$ cat src/rtl/mem_arb_pkg.sv
// Shared types and constants for the unified-memory port arbiter.
// Owner codes double as bit positions in the request/grant vectors.
package mem_arb_pkg;

  typedef enum logic [1:0] {
    ST_IDLE  = 2'd0,
    ST_ISSUE = 2'd1,
    ST_WAIT  = 2'd2,
    ST_RESP  = 2'd3
  } arb_state_e;

  typedef enum logic {
    OWN_IF = 1'b0,
    OWN_D  = 1'b1
  } owner_e;

  localparam logic [1:0] SZ_BYTE = 2'b00;
  localparam logic [1:0] SZ_HALF = 2'b01;
  localparam logic [1:0] SZ_WORD = 2'b10;

  localparam int NUM_REQ = 2;
  localparam int CNT_W   = 4;

  // Keeps a latency/limit parameter inside the 1..15 range a CNT_W counter can hold.
  function automatic logic [CNT_W-1:0] clamp_cnt(input int val);
    if (val < 1)
      return CNT_W'(1);
    else if (val > 15)
      return CNT_W'(15);
    else
      return CNT_W'(val);
  endfunction

endpackage

$ cat src/rtl/mem_arb_pick.sv
// Combinational grant decision: one prioritised requester, bounded by a
// starvation limit, then the remaining requesters lowest index first.
module mem_arb_pick #(
  parameter int N_REQ      = 2,
  parameter int PRI_IDX    = 1,
  parameter int CNT_W      = 4,
  parameter int STARVE_MAX = 4
) (
  input  logic [N_REQ-1:0] req_i,
  input  logic [N_REQ-1:0] mask_i,
  input  logic [CNT_W-1:0] starve_cnt_i,
  output logic [N_REQ-1:0] grant_o
);

  logic [N_REQ-1:0] elig;
  logic [N_REQ-1:0] rest;
  logic             pri_win;

  assign elig = req_i & ~mask_i;

  always_comb begin
    rest          = elig;
    rest[PRI_IDX] = 1'b0;
  end

  // The priority port yields only once others have waited STARVE_MAX grants.
  assign pri_win = elig[PRI_IDX] &&
                   ((rest == '0) || (starve_cnt_i < CNT_W'(STARVE_MAX)));

  generate
    for (genvar gi = 0; gi < N_REQ; gi++) begin : g_grant
      if (gi == PRI_IDX) begin : g_pri
        assign grant_o[gi] = pri_win;
      end else begin : g_rest
        logic [N_REQ-1:0] below;
        assign below       = (N_REQ'(1) << gi) - N_REQ'(1);
        assign grant_o[gi] = rest[gi] && !pri_win && ((rest & below) == '0);
      end
    end
  endgenerate

endmodule

$ cat src/rtl/mem_port_arbiter.sv
// Shares the single-ported unified memory between instruction fetch and the
// data port with req/ack handshakes; data has priority, fetch delay is bounded.
module mem_port_arbiter
  import mem_arb_pkg::*;
#(
  parameter int ADDR_W     = 8,
  parameter int DATA_W     = 32,
  parameter int MEM_LAT    = 1,
  parameter int STARVE_MAX = 4
) (
  input  logic              clk,
  input  logic              rst,
  input  logic              if_req,
  input  logic [ADDR_W-1:0] if_addr,
  output logic              if_ack,
  output logic [DATA_W-1:0] if_rdata,
  input  logic              d_req,
  input  logic              d_we,
  input  logic [1:0]        d_size,
  input  logic              d_signed,
  input  logic [ADDR_W-1:0] d_addr,
  input  logic [DATA_W-1:0] d_wdata,
  output logic              d_ack,
  output logic [DATA_W-1:0] d_rdata,
  output logic              mem_en,
  output logic              mem_read,
  output logic              mem_write,
  output logic [1:0]        mem_size,
  output logic              mem_signed,
  output logic [ADDR_W-1:0] mem_addr,
  output logic [DATA_W-1:0] mem_wdata,
  input  logic [DATA_W-1:0] mem_rdata,
  output logic              stall_if,
  output logic              busy
);

  localparam logic [CNT_W-1:0] LAT_INIT   = clamp_cnt(MEM_LAT);
  localparam logic [CNT_W-1:0] STARVE_LIM = clamp_cnt(STARVE_MAX);

  arb_state_e          state_q;
  owner_e              owner_q;
  logic                we_q;
  logic [CNT_W-1:0]    lat_cnt_q;
  logic [CNT_W-1:0]    starve_q;
  logic [CNT_W-1:0]    starve_d;

  logic                if_ack_q;
  logic                d_ack_q;
  logic [DATA_W-1:0]   if_rdata_q;
  logic [DATA_W-1:0]   d_rdata_q;
  logic                mem_en_q;
  logic                mem_read_q;
  logic                mem_write_q;
  logic [1:0]          mem_size_q;
  logic                mem_signed_q;
  logic [ADDR_W-1:0]   mem_addr_q;
  logic [DATA_W-1:0]   mem_wdata_q;

  logic [NUM_REQ-1:0]  req_vec;
  logic [NUM_REQ-1:0]  mask_vec;
  logic [NUM_REQ-1:0]  grant_vec;
  logic                if_pend;

  always_comb begin
    req_vec         = '0;
    req_vec[OWN_IF] = if_req;
    req_vec[OWN_D]  = d_req;
  end

  // In RESP the port just served is hidden so the other side gets a turn.
  always_comb begin
    mask_vec = '0;
    if (state_q == ST_RESP)
      mask_vec[owner_q] = 1'b1;
  end

  mem_arb_pick #(
    .N_REQ      (NUM_REQ),
    .PRI_IDX    (int'(OWN_D)),
    .CNT_W      (CNT_W),
    .STARVE_MAX (int'(STARVE_LIM))
  ) u_pick (
    .req_i        (req_vec),
    .mask_i       (mask_vec),
    .starve_cnt_i (starve_q),
    .grant_o      (grant_vec)
  );

  assign if_pend = if_req & ~mask_vec[OWN_IF];

  always_comb begin
    starve_d = starve_q;
    if (!if_pend || grant_vec[OWN_IF])
      starve_d = '0;
    else if (grant_vec[OWN_D] && (starve_q < STARVE_LIM))
      starve_d = starve_q + 1'b1;
  end

  always_ff @(posedge clk or posedge rst) begin
    if (rst) begin
      state_q      <= ST_IDLE;
      owner_q      <= OWN_IF;
      we_q         <= 1'b0;
      lat_cnt_q    <= '0;
      starve_q     <= '0;
      if_ack_q     <= 1'b0;
      d_ack_q      <= 1'b0;
      if_rdata_q   <= '0;
      d_rdata_q    <= '0;
      mem_en_q     <= 1'b0;
      mem_read_q   <= 1'b0;
      mem_write_q  <= 1'b0;
      mem_size_q   <= '0;
      mem_signed_q <= 1'b0;
      mem_addr_q   <= '0;
      mem_wdata_q  <= '0;
    end else begin
      if_ack_q     <= 1'b0;
      d_ack_q      <= 1'b0;
      mem_en_q     <= 1'b0;
      mem_read_q   <= 1'b0;
      mem_write_q  <= 1'b0;
      mem_size_q   <= '0;
      mem_signed_q <= 1'b0;
      mem_addr_q   <= '0;
      mem_wdata_q  <= '0;

      case (state_q)
        ST_IDLE, ST_RESP: begin
          starve_q <= starve_d;
          // Request fields land directly in the mem_* registers shown in ISSUE.
          if (grant_vec[OWN_D]) begin
            state_q      <= ST_ISSUE;
            owner_q      <= OWN_D;
            we_q         <= d_we;
            mem_en_q     <= 1'b1;
            mem_read_q   <= ~d_we;
            mem_write_q  <= d_we;
            mem_size_q   <= d_size;
            mem_signed_q <= d_signed;
            mem_addr_q   <= d_addr;
            mem_wdata_q  <= d_wdata;
          end else if (grant_vec[OWN_IF]) begin
            state_q      <= ST_ISSUE;
            owner_q      <= OWN_IF;
            we_q         <= 1'b0;
            mem_en_q     <= 1'b1;
            mem_read_q   <= 1'b1;
            mem_size_q   <= SZ_WORD;
            mem_addr_q   <= if_addr;
          end else begin
            state_q      <= ST_IDLE;
          end
        end

        ST_ISSUE: begin
          lat_cnt_q <= LAT_INIT;
          state_q   <= ST_WAIT;
        end

        ST_WAIT: begin
          lat_cnt_q <= lat_cnt_q - 1'b1;
          if (lat_cnt_q <= CNT_W'(1)) begin
            state_q <= ST_RESP;
            if (owner_q == OWN_IF) begin
              if_ack_q   <= 1'b1;
              if_rdata_q <= mem_rdata;
            end else begin
              d_ack_q <= 1'b1;
              if (!we_q)
                d_rdata_q <= mem_rdata;
            end
          end
        end

        default: state_q <= ST_IDLE;
      endcase
    end
  end

  assign if_ack     = if_ack_q;
  assign d_ack      = d_ack_q;
  assign if_rdata   = if_rdata_q;
  assign d_rdata    = d_rdata_q;
  assign mem_en     = mem_en_q;
  assign mem_read   = mem_read_q;
  assign mem_write  = mem_write_q;
  assign mem_size   = mem_size_q;
  assign mem_signed = mem_signed_q;
  assign mem_addr   = mem_addr_q;
  assign mem_wdata  = mem_wdata_q;

  assign stall_if   = if_req & ~if_ack_q;
  assign busy       = (state_q != ST_IDLE);

endmodule

$ cat config.mk
export PLATFORM = sky130hd
export DESIGN_NAME = mem_port_arbiter
export DESIGN_NICKNAME = d
export VERILOG_FILES = /design/src/rtl/mem_arb_pkg.sv /design/src/rtl/mem_arb_pick.sv /design/src/rtl/mem_port_arbiter.sv
export SDC_FILE = /design/constraint.sdc
export NUM_CORES = 1
export LEC_CHECK = 0
export BUFFER_PORTS_ARGS = -buffer_cell sky130_fd_sc_hd__buf_4
export CORE_UTILIZATION = 30
export DETAILED_ROUTE_END_ITERATION = 10
export GPL_TIMING_DRIVEN = 0
export PLACE_DENSITY = 0.53
export SLEW_MARGIN = 10
export SYNTH_ARGS = -nofsm -noshare
export SYNTH_HDL_FRONTEND = slang
export SYNTH_SLANG_ARGS = --single-unit
$ cat constraint.sdc
create_clock -name clk -period 4.95 [get_ports clk]
set_input_delay 0.99 -clock clk [delete_from_list [all_inputs] [get_ports clk]]
set_output_delay 0.99 -clock clk [all_outputs]
set_load 0.005 [all_outputs]
==> out/results.md <==
* 0.41 ns — Skew-Pair Late Insertion Delay
* sky130_fd_sc_hd__buf_4 — most repeated library cell on the critical path
* 0.7331 — global placer's final weighted congestion
* 0 — count of flip-flops with a built-in enable after synthesis
* 11080 µm — total wire length
* sky130_fd_sc_hd__dfrtp_1 — primary flip-flop cell chosen by synthesis mapping
* 4763 µm² — post-synth design cell area
* 0 ns — total negative setup slack
* 14.44 µm — detailed-route wire length per cell
* 100.0% — async set-reset flop share out of synthesis
* 0 — Finish-stage setup viols
* 0.3583 mV — peak ir drop on the vdd network
* 1.576% — post-synthesis adder-cell area fraction
* 0% — XOR/XNOR Fraction of Synth Area
* 0 — count of buffers added by post-CTS timing repair for setup
* 25.3% — clock network fraction of design power
* finished, final reports clean — status
* 323 — Gate Count Post-Synth
* in2out — Setup Crit Path Kind
* 124 — #FFs+latches synth
* 201 — IO Port Bufs
* 15370 µm² — placeable core area
* 0 — Inserted Diodes
* 4 — Critical Path Fanout Max
* sky130_fd_sc_hd__dfrtp_1 — most used standard cell by instance count after synthesis
* 0.13 ns — delay of the slowest cell on the worst path
* 45 — cell row count
* 2.383 ns — Period minus WS final
* 14.32% — global-route total usage across every layer
* 1.335 mW — net switching power of the design
* 14.75 µm² — average footprint of a synthesized cell
* 4.278 — number of vias per cell
* 0 — total of warnings raised by yosys
* 736 — number of placed cells counting well taps
* 128.0 µm — die extent in x
* 38.9% — proportion of power drawn by combinational gates
* 3.641 nW — standby leakage power
* 6569 µm² — placed cell areas
* 124 — Starting DRT DRC Count
* 1.39 ns — signal arrival time at the worst endpoint
* 0 — final slew viol count
* reg2reg — Tightest Hold Check Type
* 4 — count of TritonRoute iterations in the first routing pass
* 419.6 MHz — maximum clock frequency
* 202 — Top Ports
* 0 — count of hold buffers inserted by post-cts repair
* 767 — number of standard cells in the final layout excluding fillers
* 17 — Inserted Clock Buffers
* 3.441% — Compound-Gate Fraction of Synth Area
* 8.747% — Post-Synth Simple-Gate Area
* 4.661 mW — Tot Pwr
* sky130_fd_sc_hd__buf_4 — Max stage delay cell, worst path
* 128.0 µm — height of the die
* 417 — synthesized netlist net count
* 3.326 mW — internal power
* output pin — sort of element at the end of the critical path
* 2.567 ns — final worst setup slack
* 65.14% — top cell type's share of synthesized area
* sky130_fd_sc_hd__clkbuf_16 — root buffer cell
* 0.008755 ns — Post-Route Skew
* 2.108 ns — pre-CTS WS
* 2.63 ns — setup slack of the worst register-to-register path
* 3.96 ns — endpoint required time on the critical path
* 65.14% — share of synthesized area occupied by flip-flops and latches
* 17710 µm — global-route wire length before repair
* 30.99% — initial core utilization
* 0.05 ns — clock-pin transition on the worst setup and hold timing paths
* 653.7 nW/µm² — Power per Cell Area
* 46.30% — worst slew margin relative to its limit
* 638 — number of nets in the final layout
* 0.8020 ns — Worst Tran Pin Value
* done — clock tree from TritonCTS
* 35.8% — part of the total power dissipated in sequential elements
* 3468 — vias in the first global route
* no — RSZ-0062 raised after global routing
* 55.04% — layout cell share with drive strength beyond 1
* 0 — number of cells upsized or downsized after cts
* buffers and inverters — crit-path leading delay family
* 2 — maximum clock insertion buffer count
* 48.15% — fraction of the cycle the final worst path needs
* 0 — total global routing overflow
* sky130_fd_sc_hd__dfrtp_1 (65%), sky130_fd_sc_hd__mux2_4 (9.5%), sky130_fd_sc_hd__mux2_2 (8.5%), sky130_fd_sc_hd__and2_1 (4.7%), sky130_fd_sc_hd__ha_1 (1.6%) — Synth area leaders
* 16390 µm² — die area
* 70 — largest net degree at the start of global routing
* multiplexers — largest family of logic cells by synthesized area
* 3 — buffer and inverter count on the worst path
* sky130_fd_sc_hd__dfrtp_1 — Synth area leader
* 17.97% — multiplexer fraction of the synthesized cell area
* 49.67% — signed area change from the synthesized netlist to the final layout
* 0 — final-report hold violation count
* 0 — antenna violations before repair
* 7129 µm² — area of all placed cells without fillers
* 28.65% — sw frac
* 0 — number of design rule violations left after detail routing
* 0 — Antenna Nets Post-Route
* 3281 — Via Count
* input port — startpoint class of the critical path
* buf_4 > inv_1 > nor2_1 > buf_4 — cells along the critical path
* 124 — sinks on the clock net
* sky130_fd_sc_hd__dfrtp_1 (124), sky130_fd_sc_hd__and2_1 (36), sky130_fd_sc_hd__mux2_2 (36) — most used standard cells in the synthesized netlist
* 7979 µm — Detailed Place HPWL
* 4 — htree depth
* 33 — count of unique library cells instantiated by Yosys
* 0 — number of maximum-capacitance violations
==> path summary, 6_finish.rpt <==
| kind | start | endpoint | cells past startpoint |
|---|---|---|---|
| min | we_q | we_q | 1 |
| min in group asynchronous | rst | starve_q[1] | 2 |
| max in group asynchronous | rst | if_rdata[9] | 3 |
| max reg2reg | lat_cnt_q[0] | d_rdata[22] | 8 |
| max | if_req | stall_if | 4 |
| min reg2reg | we_q | we_q | 1 |
==> power by group through the flow <==
stage          registers [mW]  logic (mW)  clock network (mW)
6_report                 1.67        1.81                1.18
5_1_grt                  1.72        1.99                1.25
4_1_cts                  1.67        1.85                1.22
3_5_place_dp             1.68        1.85                   0
3_3_place_gp             1.67        1.82                   0
2_1_floorplan            1.70       0.901                   0
==> flip-flops by register name, summed over array words and instances (netlist names) <==
signal and count:
d_ack 1, d_rdata 32, if_ack 1, if_rdata 32
lat_cnt_q 4, mem_addr 8, mem_en 1, mem_read 1
mem_signed 1, mem_size 2, mem_wdata 32, mem_write 1
owner_q 1, starve_q 4, state_q 2, we_q 1
==> metal layers <==
layer / GRT usage, % / vias up / part of all wire [%]
li1: - / 1530 / -
met1: 17.38 / 1588 / 42
met2: 21.96 / 149 / 48
met3: 6.093 / 14 / 9.1
met4: 6.782 / 0 / 1.4
met5: 0 / - / 0
==> through the flow <==
| step | utilization [%] | hold WS (ns) |
|---|---|---|
| after floorplan | - | 0.4672 |
| after global placement | 42.52 | 0.4811 |
| after detailed placement | 42.74 | 0.4885 |
| after CTS | 46.38 | 0.5027 |
| after global routing | 46.38 | 0.5109 |
| final | 46.38 | 0.4996 |
==> cell families after synthesis <==
family / after synthesis
flip-flops: 124
adder cells (fa/ha/maj): 6
buffers and inverters: 25
AO/OA/AOI/OAI: 27
AND/OR/NAND/NOR: 75
multiplexers: 66
==> layout make-up <==
cell class | count | area [µm²]
well taps | 211 | 264.0
clock buffers | 23 | 467.9
inverters | 11 | 46.29
flip-flops and latches | 124 | 3103
plain buffers | 14 | 107.6
repair buffers | 202 | 1536
clock inverters | 8 | 92.59
fillers | 1408 | 8242
multi-input cells | 174 | 1511
==> cells in the final DEF (no fill, tap or decap), types with 2 or more instances in the layout <==
master,instances
sky130_fd_sc_hd__a21oi_1,10
sky130_fd_sc_hd__mux2_2,36
sky130_fd_sc_hd__nor2_1,6
sky130_fd_sc_hd__buf_12,2
sky130_fd_sc_hd__dfrtp_1,124
sky130_fd_sc_hd__inv_1,10
sky130_fd_sc_hd__clkinv_2,5
sky130_fd_sc_hd__a22o_1,2
sky130_fd_sc_hd__o21ai_0,6
sky130_fd_sc_hd__and2_1,36
sky130_fd_sc_hd__o31ai_1,2
sky130_fd_sc_hd__a31oi_1,2
sky130_fd_sc_hd__nand3_1,9
sky130_fd_sc_hd__clkbuf_1,9
sky130_fd_sc_hd__buf_2,3
sky130_fd_sc_hd__clkbuf_16,17
sky130_fd_sc_hd__bufinv_16,2
sky130_fd_sc_hd__ha_1,6
sky130_fd_sc_hd__mux2_4,30
sky130_fd_sc_hd__buf_1,2
sky130_fd_sc_hd__nand2_1,16
sky130_fd_sc_hd__clkbuf_8,2
sky130_fd_sc_hd__buf_4,201
No activity file was read; power rests on OpenSTA's default activity.
